==> src/rtl/alu8_seq_pkg.sv <==
// Shared types and constants for the 8-bit nibble-sequenced ALU front end.
package alu8_seq_pkg;
    typedef enum logic [1:0] {IDLE, LO, HI, DONE} state_t;

    localparam int NIBBLE_W = 4;
    localparam int WORD_W   = 8;

    localparam logic MODE_LOGIC = 1'b1;
    localparam logic MODE_ARITH = 1'b0;

    localparam logic [3:0] FN_ADD = 4'b1001;
    localparam logic [3:0] FN_XOR = 4'b0110;
endpackage

==> src/rtl/ula_74181.sv <==
// 4-bit 74181-style ALU slice: active-high data, active-low c_in, active-high c_out.
// a_eq_b reports nibble operand equality.
module ula_74181 (
    input  logic [3:0] a,
    input  logic [3:0] b,
    input  logic [3:0] s,
    input  logic       m,
    input  logic       c_in,
    output logic [3:0] f,
    output logic       c_out,
    output logic       a_eq_b
);
    logic [3:0] op1, op2, lf;
    logic [4:0] sum;

    // Arithmetic codes reduce to op1 + op2 + carry; "minus 1" is adding 4'hF.
    always_comb begin
        op1 = a;
        op2 = 4'h0;
        case (s)
            4'b0000: begin op1 = a;        op2 = 4'h0;     end
            4'b0001: begin op1 = a | b;    op2 = 4'h0;     end
            4'b0010: begin op1 = a | ~b;   op2 = 4'h0;     end
            4'b0011: begin op1 = 4'h0;     op2 = 4'hF;     end
            4'b0100: begin op1 = a;        op2 = a & ~b;   end
            4'b0101: begin op1 = a | b;    op2 = a & ~b;   end
            4'b0110: begin op1 = a;        op2 = ~b;       end
            4'b0111: begin op1 = a & ~b;   op2 = 4'hF;     end
            4'b1000: begin op1 = a;        op2 = a & b;    end
            4'b1001: begin op1 = a;        op2 = b;        end
            4'b1010: begin op1 = a | ~b;   op2 = a & b;    end
            4'b1011: begin op1 = a & b;    op2 = 4'hF;     end
            4'b1100: begin op1 = a;        op2 = a;        end
            4'b1101: begin op1 = a | b;    op2 = a;        end
            4'b1110: begin op1 = a | ~b;   op2 = a;        end
            default: begin op1 = a;        op2 = 4'hF;     end
        endcase
    end

    always_comb begin
        lf = 4'h0;
        case (s)
            4'b0000: lf = ~a;
            4'b0001: lf = ~(a | b);
            4'b0010: lf = ~a & b;
            4'b0011: lf = 4'h0;
            4'b0100: lf = ~(a & b);
            4'b0101: lf = ~b;
            4'b0110: lf = a ^ b;
            4'b0111: lf = a & ~b;
            4'b1000: lf = ~a | b;
            4'b1001: lf = ~(a ^ b);
            4'b1010: lf = b;
            4'b1011: lf = a & b;
            4'b1100: lf = 4'h1;
            4'b1101: lf = a | ~b;
            4'b1110: lf = a | b;
            default: lf = a;
        endcase
    end

    assign sum    = {1'b0, op1} + {1'b0, op2} + {4'h0, ~c_in};
    assign f      = m ? lf : sum[3:0];
    assign c_out  = m ? 1'b0 : sum[4];
    assign a_eq_b = (a == b);
endmodule

==> src/rtl/alu8_nibble_sequencer.sv <==
// Issues one 8-bit op as two chained passes through a shared 4-bit ula_74181 slice.
// Optional ALU8_SEQ_FLAGS_EN adds rsp_a_eq_b and rsp_zero outputs.
module alu8_nibble_sequencer
    import alu8_seq_pkg::*;
(
    input  logic              clk,
    input  logic              rst,
    input  logic              cmd_valid,
    output logic              cmd_ready,
    input  logic [WORD_W-1:0] cmd_a,
    input  logic [WORD_W-1:0] cmd_b,
    input  logic [3:0]        cmd_s,
    input  logic              cmd_m,
    input  logic              cmd_cin_n,
    output logic              rsp_valid,
    input  logic              rsp_ready,
    output logic [WORD_W-1:0] rsp_f,
    output logic              rsp_cout
`ifdef ALU8_SEQ_FLAGS_EN
    ,
    output logic              rsp_a_eq_b,
    output logic              rsp_zero
`endif
);
    state_t state, state_nxt;

    logic [WORD_W-1:0]   a_q, b_q;
    logic [3:0]          s_q;
    logic                m_q, cin_n_q, carry_lo;
    logic [NIBBLE_W-1:0] sl_a, sl_b, sl_f;
    logic                sl_cin, sl_cout, sl_eq;

    always_ff @(posedge clk or posedge rst) begin
        if (rst) state <= IDLE;
        else     state <= state_nxt;
    end

    always_comb begin
        state_nxt = state;
        case (state)
            IDLE:    if (cmd_valid) state_nxt = LO;
            LO:      state_nxt = HI;
            HI:      state_nxt = DONE;
            default: if (rsp_ready) state_nxt = IDLE;
        endcase
    end

    assign cmd_ready = (state == IDLE);
    assign rsp_valid = (state == DONE);

    // High pass gets the inverted low carry-out to match the active-low c_in.
    always_comb begin
        sl_a   = a_q[NIBBLE_W-1:0];
        sl_b   = b_q[NIBBLE_W-1:0];
        sl_cin = cin_n_q;
        if (state == HI) begin
            sl_a   = a_q[WORD_W-1:NIBBLE_W];
            sl_b   = b_q[WORD_W-1:NIBBLE_W];
            sl_cin = ~carry_lo;
        end
    end

    ula_74181 u_slice (
        .a      (sl_a),
        .b      (sl_b),
        .s      (s_q),
        .m      (m_q),
        .c_in   (sl_cin),
        .f      (sl_f),
        .c_out  (sl_cout),
        .a_eq_b (sl_eq)
    );

`ifdef ALU8_SEQ_FLAGS_EN
    logic eq_lo, eq_hi;
    assign rsp_a_eq_b = eq_lo & eq_hi;
    // Gated so the flag reads 0 at reset even though rsp_f resets to zero.
    assign rsp_zero   = rsp_valid & (rsp_f == '0);
`else
    logic unused_sl_eq;
    assign unused_sl_eq = sl_eq;
`endif

    always_ff @(posedge clk or posedge rst) begin
        if (rst) begin
            a_q      <= '0;
            b_q      <= '0;
            s_q      <= '0;
            m_q      <= 1'b0;
            cin_n_q  <= 1'b0;
            carry_lo <= 1'b0;
            rsp_f    <= '0;
            rsp_cout <= 1'b0;
`ifdef ALU8_SEQ_FLAGS_EN
            eq_lo    <= 1'b0;
            eq_hi    <= 1'b0;
`endif
        end else begin
            case (state)
                IDLE: if (cmd_valid) begin
                    a_q     <= cmd_a;
                    b_q     <= cmd_b;
                    s_q     <= cmd_s;
                    m_q     <= cmd_m;
                    cin_n_q <= cmd_cin_n;
                end
                LO: begin
                    rsp_f[NIBBLE_W-1:0] <= sl_f;
                    carry_lo            <= sl_cout;
`ifdef ALU8_SEQ_FLAGS_EN
                    eq_lo               <= sl_eq;
`endif
                end
                HI: begin
                    rsp_f[WORD_W-1:NIBBLE_W] <= sl_f;
                    rsp_cout                 <= sl_cout;
`ifdef ALU8_SEQ_FLAGS_EN
                    eq_hi                    <= sl_eq;
`endif
                end
                default: ;
            endcase
        end
    end
endmodule

==> config.mk <==
export PLATFORM = sky130hd
export DESIGN_NAME = alu8_nibble_sequencer
export DESIGN_NICKNAME = d
export VERILOG_FILES = /design/src/rtl/alu8_seq_pkg.sv /design/src/rtl/ula_74181.sv /design/src/rtl/alu8_nibble_sequencer.sv
export SDC_FILE = /design/constraint.sdc
export NUM_CORES = 1
export LEC_CHECK = 0
export BUFFER_PORTS_ARGS = -buffer_cell sky130_fd_sc_hd__buf_2
export CORE_UTILIZATION = 45
export DETAILED_ROUTE_END_ITERATION = 8
export GPL_TIMING_DRIVEN = 0
export PLACE_DENSITY_LB_ADDON = 0.05
export SYNTH_ARGS = -nofsm -noshare
export SYNTH_HDL_FRONTEND = slang
export SYNTH_HIERARCHICAL = 1
export SYNTH_SLANG_ARGS = --single-unit
==> constraint.sdc <==
create_clock -name clk -period 4.5 [get_ports clk]
set_input_delay 0.45 -clock clk [delete_from_list [all_inputs] [get_ports clk]]
set_output_delay 0.45 -clock clk [all_outputs]
set_load 0.02 [all_outputs]
==> results.md, run 1 <==
- H-tree depth: 2
- Max Buffers Root-to-Sink: 2
- DP Cell Count: ~400
- Crit path max fanout: 10
- # clock sinks: 34
- Synth Cell Area: between 0.002 and 0.003 sq mm
- ANT cells: 0
- Setup CP Type: register to register
- Outcome: finished, final reports clean
- # DRC: 0
- Fin util: 53.4%
- Rows: 28
- Routability congestion estimate: ~0.92
- Endpoints failing setup: 0
- Die area: between 0.006 and 0.007 sq mm
- Worst EP required: approximately 4700 ps
- Fin nets: approximately 380
- CTS Root Cell: clkbuf_8
- Max Fclk: ~0.24 GHz
- Worst hold margin: 282 ps
- Die span in x: 81.4 microns
- CP endpoint kind: register
- Startpoint types: register
- Via density: between 5 and 6
- Clock insertion delay at the later pin of the skew report: around 290 ps
- Average cell area after synthesis: 9.78 sq um
- Max-slew violations: 0
- CTS clock-pin slew for the worst setup and hold paths: 70 ps
- Post-CTS setup buffers: 0
- Setup TNS: 0 ps
- Worst Skew: between 6 and 7 ps
- Layout cells sized above 1: a little under a third
- DRT Pass-1 Iters: 5
- 1st-iter DRT viols: between 150 and 200
- Pin count of the biggest net entering global routing: 35
- Routed via count: ~2,400
- Gr ovfl total: 0
- P&R area growth vs syn: 12.9%
- Total Wirelength: around 7000 microns
- CTS Buf Count: 5
- Crit path DAT: about 4400 ps
- Finished Layout Cells: 409
- RSZ-0062 raised after global routing: false
- Worst min-delay path class: input port to asynchronous set/reset pin
- Final min period: between 4000 and 5000 ps
- Top Ports: 37
- Hold Vio Cnt, Final: 0
- Die H: approximately 81 microns
- Slew Limit Headroom: between 50% and 60%
- Initial Util: 47.3%
- Port bufs: 36
- Worst Max-Slew Pin Slew: roughly 720 ps
- Maxcap violations: 0
- Syn nets: between 300 and 400
- Mapped Cells: 290
- Post-route ant nets: 0
- Vias in the first global route: approximately 2,300
- Final period utilization: slightly above 90%
- Gr usage total: between 20% and 30%
- Yosys warnings: 6
- Hold-fix buffers, CTS: 0
- CTS tree: built
- Post-DR wirelength/cell: ~18 microns
- Initial antenna violation count: 0
- Post-DP HPWL: 5280 microns
- Resized Gates After CTS: 0
- First-pass GRT wire length: 11,800 microns
- Core Footprint: roughly 0.0060 sq mm
## per-stage QoR
| stage | cell area (sq um) | setup slack [ps] |
|---|---|---|
| finish | 3200 | 302 |
| global route | 3200 | 69.1 |
| CTS | 3200 | 309 |
| detailed placement | 3110 | 325 |
| global placement | 3110 | 359 |
| floorplan | 2840 | 768 |
## critical path, stage by stage, from the launching register on
cell and delay [ps]:
dfrtp_1 430, inv_1 100, ha_1 130, buf_2 200, buf_4 230, mux2_2 410
ha_1 240, a22oi_1 240, nor2_1 60, a221oi_1 250, a21oi_1 140, fa_1 510
fa_1 430, a21o_1 200, a21oi_1 140, nor2_1 80, mux2_2 290
## layout make-up
| cell class | instances | area [sq um] |
|---|---|---|
| Multi-Input combinational cell | 216 | 1780 |
| Inverter | 22 | 82.6 |
| Clock buffer | 7 | 86.3 |
| Sequential cell | 34 | 851 |
| Timing Repair Buffer | 36 | 180 |
| Clock inverter | 1 | 5.00 |
| Buffer | 18 | 123 |
| Fill cell | 571 | 2790 |
| Tap cell | 75 | 93.8 |
## worst paths after layout
kind                           from  endpoint  slack [ps]  cells past startpoint
setup reg to reg           state[0]  carry_lo         300                     16
hold reg to reg            rsp_f[4]  rsp_f[4]         500                      1
hold / removal                  rst  state[0]         280                      2
setup / recovery           state[0]  carry_lo         300                     16
max in group asynchronous       rst    b_q[7]        3760                      2
min in group clk           cmd_a[5]    a_q[5]         390                      2
## cell usage in the layout (no fill, tap or decap), types with 6 or more instances in the layout
cell type	instances
buf_2	44
nor2_1	23
mux2_2	22
mux2_4	20
clkbuf_8	6
o21ai_0	13
a221oi_1	7
nand2_1	14
ha_1	23
o32ai_1	8
inv_1	20
nor3_1	11
a22oi_1	7
a21oi_1	18
dfrtp_1	34
## flip-flops by register name (all words and copies together), names as in the netlist
signal    flops
cin_n_q       1
b_q           8
m_q           1
s_q           4
state         2
rsp_cout      1
a_q           8
rsp_f         8
carry_lo      1
## routing by layer
layer	share of wire [%]	vias up	track usage (%)	wire, microns
met5	0	-	0	0
met4	2.9	0	10.4	208
met3	6.2	20	3.71	449
met2	44	103	36.1	3130
met1	47	1149	33.6	3400
li1	-	1157	-	-
Power of run 1 is left out: the tool's default activity adds up to more than one toggle a clock period on the data nets, which glitch-free logic cannot reach.
==> run 2: changes to the inputs <==
--- a/config.mk
+++ b/config.mk
@@ -5,6 +5,7 @@
 export SDC_FILE = /design/constraint.sdc
 export NUM_CORES = 1
 export LEC_CHECK = 0
+export ABC_AREA = 1
 export BUFFER_PORTS_ARGS = -buffer_cell sky130_fd_sc_hd__buf_2
 export CORE_UTILIZATION = 45
 export DETAILED_ROUTE_END_ITERATION = 8
==> run 2 against run 1 <==
Maximum frequency grew 7.8%. Global-route usage is 0.28 points higher. Synthesized area fell by 0.53%. Routed wire length down 1.8%. First-iteration DRC count up 2.3%.
==> results.md, run 2 <==
- Delay-heaviest family, CP: adder cells
- Largest registers: a_q: 8 flops, b_q: 8 flops, rsp_f: 8 flops
- Synth Cell Area: approximately 0.0028 sq mm
- Startpoint types: register
- P&R area growth vs syn: 12.9%
- Crit path max fanout: 10
- P_leak: about 1.9 nW
- Worst EP required: approximately 4700 ps
- Buf/Inv on CP: 4
- 1st-iter DRT viols: between 150 and 200
- Routability congestion estimate: 0.917
- Setup TNS: 0 ps
- Die area: 0.00659 sq mm
- Initial antenna violation count: 0
- # clock sinks: 34
- Outcome: finished, final reports clean
- Yosys warnings: 6
- CP endpoint kind: register
- Average cell area after synthesis: 6.41 sq um
- Die span in x: 81.2 microns
- Mapped Cells: 440
- Die H: just over 80 microns
- RSZ-0062 raised after global routing: false
- Most common cell after layout, fill and taps aside: nand2_1
- Fin nets: roughly 530
- ANT cells: 0
- Crit-path max cell delay: 520 ps
- Setup CP Type: register to register
- CTS Buf Count: 5
- Top Ports: 37
- Post-DP HPWL: roughly 5600 microns
- # DRC: 0
- Crit path DAT: between 4000 and 5000 ps
- Slew Limit Headroom: approximately 52%
- Routed wl met2: 3220 microns
- Max Buffers Root-to-Sink: 2
- Post-route ant nets: 0
- Syn nets: approximately 490
- CTS clock-pin slew for the worst setup and hold paths: 70 ps
- Core Footprint: about 0.0060 sq mm
- Rows: 28
- CTS tree: built
- Hold Vio Cnt, Final: 0
- Resized Gates After CTS: 0
- Worst Skew: 10.2 ps
- Gr usage total: 24.2%
- Top sig layer: met4
- Routed via count: about 2,800
- First-pass GRT wire length: 12,200 microns
- Worst-path cell chain: inv_1 > ha_1 > buf_2 > o21ai_0 > inv_1 > ha_1 > inv_1 > nor3_1 > nor3_1 > a21oi_1 > fa_1 > fa_1 > xor2_1 > nand2_1 > nand2_1 > nand2_1 > o21ai_0
- Post-CTS setup buffers: 0
- Crit path max-delay cell type: o21ai_0
- VDD IR max: 0.448 mV
- Gr ovfl total: 0
- Endpoints failing setup: 0
- Worst min-delay path class: input port to asynchronous set/reset pin
- Final min period: just under 4000 ps
- Max Fclk: 0.257 GHz
- Worst hold margin: between 200 and 300 ps
- Total Wirelength: 7060 microns
- Pin count of the biggest net entering global routing: 35
- Met3 WL post-DR: between 300 and 400 microns
- PwrDens: around 850 mW/mm^2
- Vias in the first global route: around 2,600
- Max-slew violations: 0
- Initial Util: a little under half
- Worst Max-Slew Pin Slew: 712 ps
- Maxcap violations: 0
- DRT Pass-1 Iters: 4
- H-tree depth: 2
- Via density: approximately 4.9
- CTS Root Cell: clkbuf_8
- Port bufs: 36
- Clock insertion delay at the later pin of the skew report: about 280 ps
- Final period utilization: a little under 90%
- Layout cells sized above 1: between 10% and 20%
- Most frequent cells in the layout: nand2_1, inv_1, nand3_1, buf_2, nor2_1
- DRT met1 WL: 3390 microns
- Hold-fix buffers, CTS: 0
- Post-DR wirelength/cell: between 10 and 15 microns
run 2: layout make-up:
| class | count | area (sq um) |
|---|---|---|
| Buffer | 14 | 83.8 |
| Timing Repair Buffer | 36 | 180 |
| Clock buffer | 7 | 86.3 |
| Multi-Input combinational cell | 334 | 1670 |
| Fill cell | 648 | 2800 |
| Clock inverter | 1 | 5.00 |
| Inverter | 58 | 218 |
| Sequential cell | 34 | 851 |
| Tap cell | 75 | 93.8 |
run 2: metrics by stage:
stage	instances	worst slack (ps)	power, mW	area [sq um]	util, %
3_5_place_dp	551	637	2.46	3100	51.7
5_1_grt	559	361	3.03	3190	53.2
6_report	559	605	2.70	3190	53.2
3_3_place_gp	551	708	2.44	3100	51.7
2_1_floorplan	440	1340	1.99	2820	-
4_1_cts	559	646	2.71	3190	53.2
run 2: worst paths after layout:
| kind | startpoint | endpoint | slack (ps) | cells past startpoint |
|---|---|---|---|---|
| setup / recovery | state[0] | rsp_f[2] | 600 | 17 |
| hold / removal | rst | rsp_f[7] | 270 | 2 |
| setup reg to reg | state[0] | rsp_f[2] | 600 | 17 |
| hold reg to reg | a_q[2] | a_q[2] | 470 | 2 |
| max in group asynchronous | rst | a_q[7] | 3750 | 2 |
| min in group clk | cmd_s[0] | s_q[0] | 380 | 3 |
run 2: metal layers:
layer | GRT usage, % | up-vias
met1 | 32.2 | 1197
met2 | 39.4 | 69
met4 | 9.64 | 0
met3 | 3.48 | 16
met5 | 0 | -
li1 | - | 1470
run 2: report_power, final:
part           total, mW  internal [mW]  switching (mW)  leakage [nW]
sequential         0.537          0.449          0.0881         0.418
combinational       1.93          0.655            1.28          1.38
clock              0.231          0.123           0.107        0.0482
total               2.70           1.23            1.47          1.85
run 2: worst register-to-register path, cell delays in order, from the launching register on:
cell and delay (ps):
dfrtp_1 400, inv_1 80, ha_1 190, buf_2 170, o21ai_0 520, inv_1 250, ha_1 260, inv_1 90
nor3_1 70, nor3_1 300, a21oi_1 140, fa_1 450, fa_1 420, xor2_1 160, nand2_1 60, nand2_1 70
nand2_1 80, o21ai_0 70
Power figures use the tool's default switching activity.
==> run 3: changes to the inputs <==
--- a/config.mk
+++ b/config.mk
@@ -7,6 +7,7 @@
 export LEC_CHECK = 0
 export ABC_AREA = 1
 export BUFFER_PORTS_ARGS = -buffer_cell sky130_fd_sc_hd__buf_2
+export CORE_ASPECT_RATIO = 1.1
 export CORE_UTILIZATION = 45
 export DETAILED_ROUTE_END_ITERATION = 8
 export GPL_TIMING_DRIVEN = 0
==> run 3 against run 2 <==
Worst setup slack better by 65 ps. Power is 1.3% higher. Sequential power is essentially flat. Global-route usage fell by 0.17 points. Combinational power about the same. Worst hold slack improved by 1.1 ps. Clock power is 2% higher. Final area about the same. Largest power group unchanged.
==> results.md, run 3 (same netlist as run 2, synthesis figures left out) <==
- Post-DR wirelength/cell: between 10 and 15 microns
- Reg2Reg Setup Slack: ~670 ps
- R2R cell count: 17
- VDD IR max: a little over 0.4 mV
- Worst Max-Slew Pin Slew: 714 ps
- Die H: 85.0 microns
- FF-to-FF Start: state[0]
- Hold Vio Cnt, Final: 0
- Endpoints failing setup: 0
- Global Route met3 Usage: between 3 and 4%
- Reg2reg end: rsp_f[2]
- Top Ports: 37
- Clock insertion delay at the later pin of the skew report: 290 ps
- H-tree depth: 2
- CTS Root Cell: clkbuf_8
- 1st-iter DRT viols: about 190
- Layer with the highest usage: met2
- Initial Util: between 40 and 50%
- Crit path max-delay cell type: o21ai_0
- Setup TNS: 0 ps
- DRT Pass-1 Iters: 5
- P&R area growth vs syn: 13.0%
- Crit-path max cell delay: approximately 460 ps
- Placed Area: 0.00310 sq mm
- Post-route ant nets: 0
- # clock sinks: 34
- Resized Gates After CTS: 0
- Worst path depth: 17
- Buf/Inv on CP: 4
- Final period utilization: around 85%
- Worst setup endpoint: rsp_f[2]
- Final WS setup: about 670 ps
- Max-slew violations: 0
- Worst Skew: about 3.8 ps
- Startpoint types: register
- Most frequent cells in the layout: nand2_1, inv_1, nand3_1, buf_2, nor2_1
- Core Footprint: ~0.0059 sq mm
- Max Fclk: roughly 0.26 GHz
- Worst-path cell chain: inv_1 > ha_1 > buf_2 > o21ai_0 > inv_1 > ha_1 > inv_1 > nor3_1 > nor3_1 > a21oi_1 > fa_1 > fa_1 > xor2_1 > nand2_1 > nand2_1 > nand2_1 > o21ai_0
- Delay-heaviest family, CP: adder cells
- DP Cell Count: about 550
- Post-DP HPWL: 5720 microns
- Gr usage total: about a quarter
- CTS clock-pin slew for the worst setup and hold paths: about 70 ps
- Worst EP required: 4650 ps
- Post-CTS setup buffers: 0
- Max Buffers Root-to-Sink: 2
- Fin nets: ~530
- Die span in x: 77.5 microns
- PwrDens: between 800 and 900 mW/mm^2
- Slew Limit Headroom: between 50% and 60%
- Met1 Use GR: roughly 32%
- Worst min-delay path class: input port to asynchronous set/reset pin
- Setup CP Type: register to register
- Port bufs: 36
- Worst Setup SP: state[0]
- CTS Buf Count: 5
- Setup WS pre-CTS: roughly 680 ps
- Final min period: 3830 ps
- Total Wirelength: 7400 microns
- Crit path max fanout: 10
- Rows: 29
- # DRC: 0
- Initial antenna violation count: 0
- Crit path DAT: between 3000 and 4000 ps
- CTS tree: built
- Hold-fix buffers, CTS: 0
- ANT cells: 0
- Final instance area: between 0.003 and 0.004 sq mm
- P_leak: approximately 1.9 nW
- Routed via count: 2,814
- Most common cell after layout, fill and taps aside: nand2_1
- CP endpoint kind: register
- Routability congestion estimate: 0.899
- Vias in the first global route: 2,599
- Layout cells sized above 1: 12.6%
- Pin count of the biggest net entering global routing: 35
- RSZ-0062 raised after global routing: false
- Largest registers: a_q: 8 flops, b_q: 8 flops, rsp_f: 8 flops
- First-pass GRT wire length: 12,400 microns
- Via density: between 5 and 6
- Finished Layout Cells: roughly 560
- Maxcap violations: 0
- Outcome: finished, final reports clean
- Met2 GRT Util: around two fifths
- Gr ovfl total: 0
- Die area: ~0.0066 sq mm
-- run 3: cell counts in the layout (fill, tap and decap cells not counted) --
No cell type changed its count.
-- run 3: layout make-up --
type	count	area, sq um
Buffer	14	83.8
Clock buffer	7	86.3
Clock inverter	1	5.00
Fill cell	636	2730
Inverter	58	218
Multi-Input combinational cell	334	1670
Sequential cell	34	851
Tap cell	77	96.3
Timing Repair Buffer	36	180
-- run 3: worst min-delay path by stage --
stage / cells after the start / slack [ps] / startpoint / endpoint
2_1_floorplan: 2 / 440 / a_q[7] / a_q[7]
4_1_cts: 3 / 380 / cmd_b[5] / b_q[5]
6_report: 2 / 280 / rst / rsp_f[4]
3_5_place_dp: 2 / 450 / rsp_f[4] / rsp_f[4]
5_1_grt: 2 / 330 / rst / rsp_f[4]
3_3_place_gp: 2 / 450 / rsp_f[6] / rsp_f[6]
-- run 3: through the flow --
stage,hold WS (ps),util [%],total power [mW]
5_1_grt,333,53.9,3.04
3_3_place_gp,453,52.4,2.46
4_1_cts,376,53.9,2.74
6_report,276,53.9,2.73
3_5_place_dp,453,52.4,2.49
2_1_floorplan,442,-,1.99
-- run 3: where the power goes --
part,internal (mW),switching [mW],total (mW)
Sequential,0.449,0.0892,0.538
Combinational,0.660,1.30,1.96
Clock,0.123,0.113,0.236
Total,1.23,1.50,2.73
-- run 3: worst register-to-register path, delay by kind of cell (launching register included) --
kind	cells	cell delay, ps
simple gates	5	570
xor+xnor	1	160
compound gates	3	680
fa+ha+maj	4	1320
buf+inv	4	570
flops	1	400
-- run 3: metal layers --
| layer | vias up | share of wire [%] |
|---|---|---|
| met4 | 0 | 1.6 |
| met3 | 10 | 4.8 |
| met1 | 1245 | 46 |
| met5 | - | 0 |
| met2 | 91 | 47 |
| li1 | 1468 | - |
